==> src/rtl/paddle_ctl.sv <==
// Paddle position controller: synchronizes and debounces the up/down buttons once per
// frame, then steps the paddle row with an accelerating speed that is clamped to the screen.
module paddle_ctl #(
  parameter int Y_MAX     = 688,
  parameter int Y_INIT    = 344,
  parameter int SPEED_MIN = 2,
  parameter int SPEED_MAX = 8
) (
  input  logic        pclk,
  input  logic        rst,
  input  logic        vblnk_in,
  input  logic        btn_up,
  input  logic        btn_dn,
  input  logic        enable,
  output logic [11:0] y_pos,
  output logic        frame_tick,
  output logic        at_top,
  output logic        at_bottom,
  output logic [1:0]  dbg_state,
  output logic [3:0]  dbg_speed
);

  typedef enum logic [1:0] {IDLE = 2'd0, UP = 2'd1, DOWN = 2'd2} state_t;

  localparam logic [11:0] Y_MAX_L  = 12'(Y_MAX);
  localparam logic [11:0] Y_INIT_L = 12'(Y_INIT);
  localparam logic [12:0] Y_MAX_W  = 13'(Y_MAX);
  localparam logic [3:0]  SPD_MIN  = 4'(SPEED_MIN);
  localparam logic [3:0]  SPD_MAX  = 4'(SPEED_MAX);

  logic        up_meta_q, up_s_q, dn_meta_q, dn_s_q;
  logic        vblnk_q;
  logic        up_prev_q, up_prev_d, dn_prev_q, dn_prev_d;
  state_t      state_q, state_d, state_nxt;
  logic [3:0]  speed_q, speed_d, speed_new, speed_inc;
  logic [11:0] y_q, y_d, y_new;
  logic        tick_q, tick_d;
  logic        at_top_q, at_top_d, at_bot_q, at_bot_d;
  logic        cmd_up, cmd_dn;
  logic signed [12:0] diff;
  logic [12:0] sum;

  always_comb begin
    tick_d = vblnk_in & ~vblnk_q;
    cmd_up = up_s_q & up_prev_q;
    cmd_dn = dn_s_q & dn_prev_q;

    if (!enable)              state_nxt = IDLE;
    else if (cmd_up && cmd_dn) state_nxt = IDLE;
    else if (cmd_up)          state_nxt = UP;
    else if (cmd_dn)          state_nxt = DOWN;
    else                      state_nxt = IDLE;

    speed_inc = (speed_q >= SPD_MAX) ? SPD_MAX : speed_q + 4'd1;
    // Speed only builds up while the same direction is held across consecutive ticks.
    speed_new = (state_nxt == state_q && state_nxt != IDLE) ? speed_inc : SPD_MIN;

    diff = $signed({1'b0, y_q}) - $signed({9'd0, speed_new});
    sum  = {1'b0, y_q} + {9'd0, speed_new};
    case (state_nxt)
      UP:      y_new = diff[12] ? 12'd0 : diff[11:0];
      DOWN:    y_new = (sum > Y_MAX_W) ? Y_MAX_L : sum[11:0];
      default: y_new = y_q;
    endcase

    state_d   = state_q;
    speed_d   = speed_q;
    y_d       = y_q;
    up_prev_d = up_prev_q;
    dn_prev_d = dn_prev_q;
    at_top_d  = at_top_q;
    at_bot_d  = at_bot_q;
    if (tick_d) begin
      state_d   = state_nxt;
      speed_d   = speed_new;
      y_d       = y_new;
      up_prev_d = up_s_q;
      dn_prev_d = dn_s_q;
      at_top_d  = (y_new == 12'd0);
      at_bot_d  = (y_new == Y_MAX_L);
    end
  end

  always_ff @(posedge pclk or posedge rst) begin
    if (rst) begin
      up_meta_q <= 1'b0;
      up_s_q    <= 1'b0;
      dn_meta_q <= 1'b0;
      dn_s_q    <= 1'b0;
      vblnk_q   <= 1'b0;
      up_prev_q <= 1'b0;
      dn_prev_q <= 1'b0;
      state_q   <= IDLE;
      speed_q   <= SPD_MIN;
      y_q       <= Y_INIT_L;
      tick_q    <= 1'b0;
      at_top_q  <= 1'b0;
      at_bot_q  <= 1'b0;
    end else begin
      up_meta_q <= btn_up;
      up_s_q    <= up_meta_q;
      dn_meta_q <= btn_dn;
      dn_s_q    <= dn_meta_q;
      vblnk_q   <= vblnk_in;
      up_prev_q <= up_prev_d;
      dn_prev_q <= dn_prev_d;
      state_q   <= state_d;
      speed_q   <= speed_d;
      y_q       <= y_d;
      tick_q    <= tick_d;
      at_top_q  <= at_top_d;
      at_bot_q  <= at_bot_d;
    end
  end

  assign y_pos      = y_q;
  assign frame_tick = tick_q;
  assign at_top     = at_top_q;
  assign at_bottom  = at_bot_q;
  assign dbg_state  = state_q;
  assign dbg_speed  = speed_q;

endmodule

==> config.mk <==
export PLATFORM = sky130hd
export DESIGN_NAME = paddle_ctl
export DESIGN_NICKNAME = d
export VERILOG_FILES = /design/src/rtl/paddle_ctl.sv
export SDC_FILE = /design/constraint.sdc
export NUM_CORES = 1
export LEC_CHECK = 0
export BUFFER_PORTS_ARGS = -buffer_cell sky130_fd_sc_hd__buf_2
export CAP_MARGIN = 40
export CORE_MARGIN = 2
export CORE_UTILIZATION = 50
export CTS_CLUSTER_SIZE = 24
export DETAILED_ROUTE_END_ITERATION = 6
export GPL_TIMING_DRIVEN = 0
export HOLD_SLACK_MARGIN = 0.15
export PLACE_DENSITY = 0.7
export REMOVE_ABC_BUFFERS = 1
export SETUP_SLACK_MARGIN = 0.15
export SLEW_MARGIN = 10
export SYNTH_ARGS = -nofsm -noshare
export SYNTH_HDL_FRONTEND = slang
export SYNTH_SLANG_ARGS = --single-unit
==> constraint.sdc <==
create_clock -name pclk -period 5.65 [get_ports pclk]
set_input_delay 1.13 -clock pclk [delete_from_list [all_inputs] [get_ports pclk]]
set_output_delay 1.13 -clock pclk [all_outputs]
set_load 0.05 [all_outputs]
---- After elaboration in Yosys (flattened, before gate mapping) ----
Cells that the tools add are included.
operators by class
  add/sub/neg operators ................... 3
  magnitude comparators ................... 2
  equality and inequality tests ........... 4
  mux-type cells .......................... 9
  bitwise gates (word level) .............. 4
  reduce and logical (&&, ||, !) cells .... 4
operator list
  cell                    count
  $mux W12                2
  $pmux W12 S2            1
  $add A12 B4 Y13         1
  $gt A13 B10 Y1 const B  1
  $sub A12 B4 Y13         1
  $eq A12 B10 Y1 const B  1
  $logic_not A12 Y1       1
  $mux W2                 4
  $mux W4                 2
  $add A4 B1 Y4 const B   1
  $ge A4 B4 Y1 const B    1
  $and A1 B1 Y1           3
  $eq A2 B1 Y1 const B    1
  $eq A2 B2 Y1            1
  $eq A2 B2 Y1 const B    1
  $logic_and A1 B1 Y1     2
  $reduce_bool A2 Y1      1
  $not A1 Y1              1
word-level totals
  register bits after elaboration ......... 28
  logic and storage cells ................. 39

---- Logic depth before layout (Yosys ltp) ----
  word-level depth ........................ 13
  mapped depth ............................ 17

---- Worst setup path before layout ----
No wires, ideal clock.
  path type ............................... input -> register
  from .................................... in enable
  to ...................................... reg at_bot_q (netlist: at_bottom)
  library setup time ...................... 0.103 ns
  arrival time ............................ 4.504 ns
  slack ................................... 1.043 ns
  cell stages on the path ................. 15
  path through ............................ nand4_1 > ha_1 > nor3_1 > and3_1 > ha_1 > inv_1 > fa_1 > or2_2 > a211oi_1 > xnor2_1 > o31ai_1 > nand3_1 > a41oi_1 > nand4_1 > o41ai_2
on the way
  longest elaborated chain between the ends .. 9
  elaborated cells between the ends (all ways) .. 14
  classes of those cells .................. add/sub: 2; order compare: 1; eq/ne: 4; mux: 5; reduce/logical: 2
ends and longest elaborated chain
  element                                             RTL line  text
  start, declared                                     14        input logic enable,
  $mux W2 *                                           48        if (!enable) state_nxt = IDLE;
  $eq A2 B2 Y1 or $reduce_bool A2 Y1 (tied branches)  56        speed_new = (state_nxt == state_q && state_nxt != IDLE) ? speed_inc : SPD_MIN;
  $logic_and A1 B1 Y1 *                               56
  $mux W4 *                                           56
  net speed_new[0]                                    35        logic [3:0] speed_q, speed_d, speed_new, speed_inc;
  $add A12 B4 Y13                                     59        sum = {1'b0, y_q} + {9'd0, speed_new};
  $gt A13 B10 Y1                                      62        DOWN: y_new = (sum > Y_MAX_W) ? Y_MAX_L : sum[11:0];
  $mux W12                                            62
  $pmux W12 S2 *                                      60        case (state_nxt)
  $eq A12 B10 Y1 *                                    80        at_bot_d = (y_new == Y_MAX_L);
  end signal, assigned                                112       at_bot_q <= at_bot_d;
  end, declared                                       38        logic at_top_q, at_top_d, at_bot_q, at_bot_d;
Mark *: on every way through the listed nets, which the timed path passes. The rest lies on a longest branch.
A chain may end at the register's enable or synchronous reset.

---- Worst setup path in the final report ----
  from .................................... in enable
  to ...................................... reg at_top_q (netlist: at_top)
on the way
  longest elaborated chain between the ends .. 9
  elaborated cells between the ends (all ways) .. 14
  classes of those cells .................. add/sub: 2; order compare: 1; eq/ne: 3; mux: 5; reduce/logical: 3
ends and longest elaborated chain
  element                                             RTL line  text
  $mux W2 *                                           48
  $eq A2 B2 Y1 or $reduce_bool A2 Y1 (tied branches)  56
  $logic_and A1 B1 Y1 *                               56
  $mux W4 *                                           56
  net speed_new[1]                                    35
  $add A12 B4 Y13                                     59
  $gt A13 B10 Y1                                      62
  $mux W12                                            62
  $pmux W12 S2 *                                      60
  $logic_not A12 Y1 *                                 79        at_top_d = (y_new == 12'd0);
  end signal, assigned                                111       at_top_q <= at_top_d;
  end, declared                                       38
Marks and branches as above.

==> flow_metrics.env <==
export IMPL_nets=322
export IMPL_cts_tree="yes"
export IMPL_path_max_fanout=5
export IMPL_ys_types=57
export IMPL_clkTransAtPathRegs_ps=100
export IMPL_drt_total_wl_um=5890
export IMPL_rows=24
export IMPL_vias_per_cell=6.07
export IMPL_htreeDepth=1
export IMPL_grt_pass1_wl_um=9690
export IMPL_wl_per_cell_um=16.7
export IMPL_drive_gt1_share_pct=16.7
export IMPL_areaGrowthSynthToFinish_pct=10.4
export IMPL_yosys_top_cells_area="dfrtp_1 25%, ha_1 7.1%, nand2_1 6.4%"
export IMPL_synth_avg_cell_area_sq_um=8.16
export IMPL_cts_buffers=3
export IMPL_synth_top_cell_area_share_pct=25.1
export IMPL_yosysWarnings=0
export IMPL_min_path_type="reg2reg"
export IMPL_yosysSeqAreaShare_pct=30.8
export IMPL_outcome="complete, no violations"
export IMPL_drtAntennaViolNets=0
export IMPL_period_needed_ps=5210
export IMPL_root_buffer="clkbuf_8"
export IMPL_initial_core_util_pct=52.3
export IMPL_totalPowerFinal_uw=889
export IMPL_finalClockSkew_ps=5.37
export IMPL_yosys_area_top_type="dfrtp_1"
export IMPL_drc=0
export IMPL_stdcell_count=352
export IMPL_grt_overflow_total=0
export IMPL_vias=2137
export IMPL_ys_seq_elements=28
export IMPL_fmax_mhz=192
export IMPL_synth_edf_count=0
export IMPL_worst_ep_arrival_time_ps=5390
export IMPL_die_h_um=71.7
export IMPL_synth_cells=281
export IMPL_endpoint_kind="flip-flop"
export IMPL_hold_violations=0
export IMPL_core_area_sq_um=4380
export IMPL_path_class="in2reg"
export IMPL_maxCapViolations=0
export IMPL_track_usage_pct=24.3
export IMPL_fp_dieW_um=71.7
export IMPL_hpwl_um=4500
export IMPL_io_pins=27
export IMPL_period_share_pct=92.2
export IMPL_slew_viol_final=0
export IMPL_tns_ps=0
export IMPL_io_buffer_count=26
export IMPL_rsz0062_at_grt="no"
export IMPL_synth_most_common_cell="nand2_1"
export IMPL_synth_commonest_cells="39 x nand2_1, 29 x o21ai_0, 23 x dfrtp_1, 20 x inv_1, 15 x a21oi_1"
export IMPL_cts_hold_buf=0
export IMPL_first_global_vias=1992
export IMPL_cp_slowest_stage_delay_ps=490
export IMPL_cpLargestDelayFamily="compound AO/OA/AOI/OAI gates"
export IMPL_grt_start_max_net_pins=21
export IMPL_clock_sink_count=28
export IMPL_drtIter0Drc=201
export IMPL_antennaDiodeCount=0
export IMPL_required_ps=5840
export IMPL_largest_reg_flops=12
export IMPL_place_gp_congestion=0.934
export IMPL_path_cells="buf_2 > nand4_1 > ha_1 > nor3_1 > a21boi_1 > inv_1 > fa_1 > nor2b_1 > o21ai_0 > a41oi_1 > nand2_1 > o31ai_1 > nor4_2 > and4_2 > a41o_1"
export IMPL_synth_top_flop_cell="dfrtp_1"
export IMPL_peakVddDrop_mv=0.173
export IMPL_clk_latency_ps=290
export IMPL_antenna_found_initial=0
export IMPL_min_delay_start="dn_meta_q$_DFF_PP0_"
export IMPL_crit_reg2reg_launch="dn_s_q$_DFF_PP0_"
export IMPL_async_reset_ff_share_pct=100
export IMPL_clock_path_buffers=2
export IMPL_cp_slowest_cell="a41oi_1"
export IMPL_cp_num_buf_inv=2
export IMPL_slew_headroom_pct=61.5
export IMPL_setup_violations=0
export IMPL_powerDensity_nw_per_um2=351
export IMPL_worst_pin_slew_ps=577
export IMPL_die_area_sq_um=5140
export IMPL_drt_pass1_iterations=6
export IMPL_crit_start="enable"
export IMPL_synth_area_sq_um=2290
export IMPL_leakage_nw=1.12
export IMPL_placed_cells_incl_taps=348
export IMPL_cp_start_kind="input port"
## repair_timing
action | in CTS | in global routing
buffers inserted | 0 | 0
setup endpoints to repair | 0 | 2
resized for setup | 0 | 1
## kinds of logic after synthesis
logic type	after synthesis	synth area share, %
XOR/XNOR	7	2.67
AO/OA/AOI/OAI	91	26.7
adder cells (fa/ha/maj)	15	8.84
buffers and inverters	34	6.55
flip-flops	28	30.8
AND/OR/NAND/NOR	105	24.0
multiplexers	1	0.437
## layout by cell type (no fill, tap or decap), types with 2 or more instances in the layout
master / count
nand2_1: 39
o21ai_0: 29
buf_2: 26
dfrtp_1: 23
inv_1: 20
a21oi_1: 15
nor2_1: 13
ha_1: 13
o31ai_1: 7
a31oi_1: 7
nor3_1: 6
nand3_1: 6
nand4_1: 5
xnor2_1: 5
and2_1: 5
nor2b_1: 5
a211oi_1: 5
dfstp_2: 5
and3_1: 4
or2_2: 4
o21a_1: 4
nor4_1: 3
or3_1: 3
o41ai_1: 3
clkbuf_8: 3
nand2b_1: 2
or4_1: 2
a41oi_1: 2
a41o_1: 2
a22o_1: 2
o211ai_1: 2
xor2_1: 2
fa_1: 2
## metrics by stage
| step | util (%) | area (sq um) | hold slack [ps] | setup slack (ps) |
|---|---|---|---|---|
| floorplan | - | 2220 | 331 | 1010 |
| global placement | 55.1 | 2420 | 332 | 117 |
| detailed placement | 56.1 | 2460 | 346 | 101 |
| CTS | 57.7 | 2530 | 371 | 343 |
| global route | 57.7 | 2530 | 381 | 160 |
| finish | 57.7 | 2530 | 363 | 443 |
## layout make-up
type / count / area [sq um]
sequential: 28 / 707
clock buffer: 3 / 41.3
multi-input combinational: 219 / 1440
timing repair buffer: 28 / 173
fill: 405 / 1850
clock inverter: 1 / 30.0
tap: 52 / 65.1
inverter: 21 / 78.8
## per-layer routing
layer  GRT usage (%)  wire, um
met3            3.66       322
met5               0         0
met2            39.0      2680
met4            8.81       151
met1            33.2      2730
## worst paths after layout
kind	endpoint	slack, ps	depth (start not counted)
max	at_top$_DFFE_PP0P_	440	15
min in group asynchronous	y_pos[0]$_DFFE_PP0P_	830	2
min reg2reg	dn_s_q$_DFF_PP0_	360	0
max in group asynchronous	dbg_speed[1]$_DFFE_PP1P_	4290	3
max reg2reg	at_top$_DFFE_PP0P_	890	15
min	dn_s_q$_DFF_PP0_	360	0
## report_power, final
part	switching [mW]	leakage [nW]	internal [mW]
clock	0.0702	0.0357	0.0951
combinational	0.301	0.735	0.143
sequential	0.0472	0.350	0.232
Note: power is estimated with default switching activity, not from simulation.
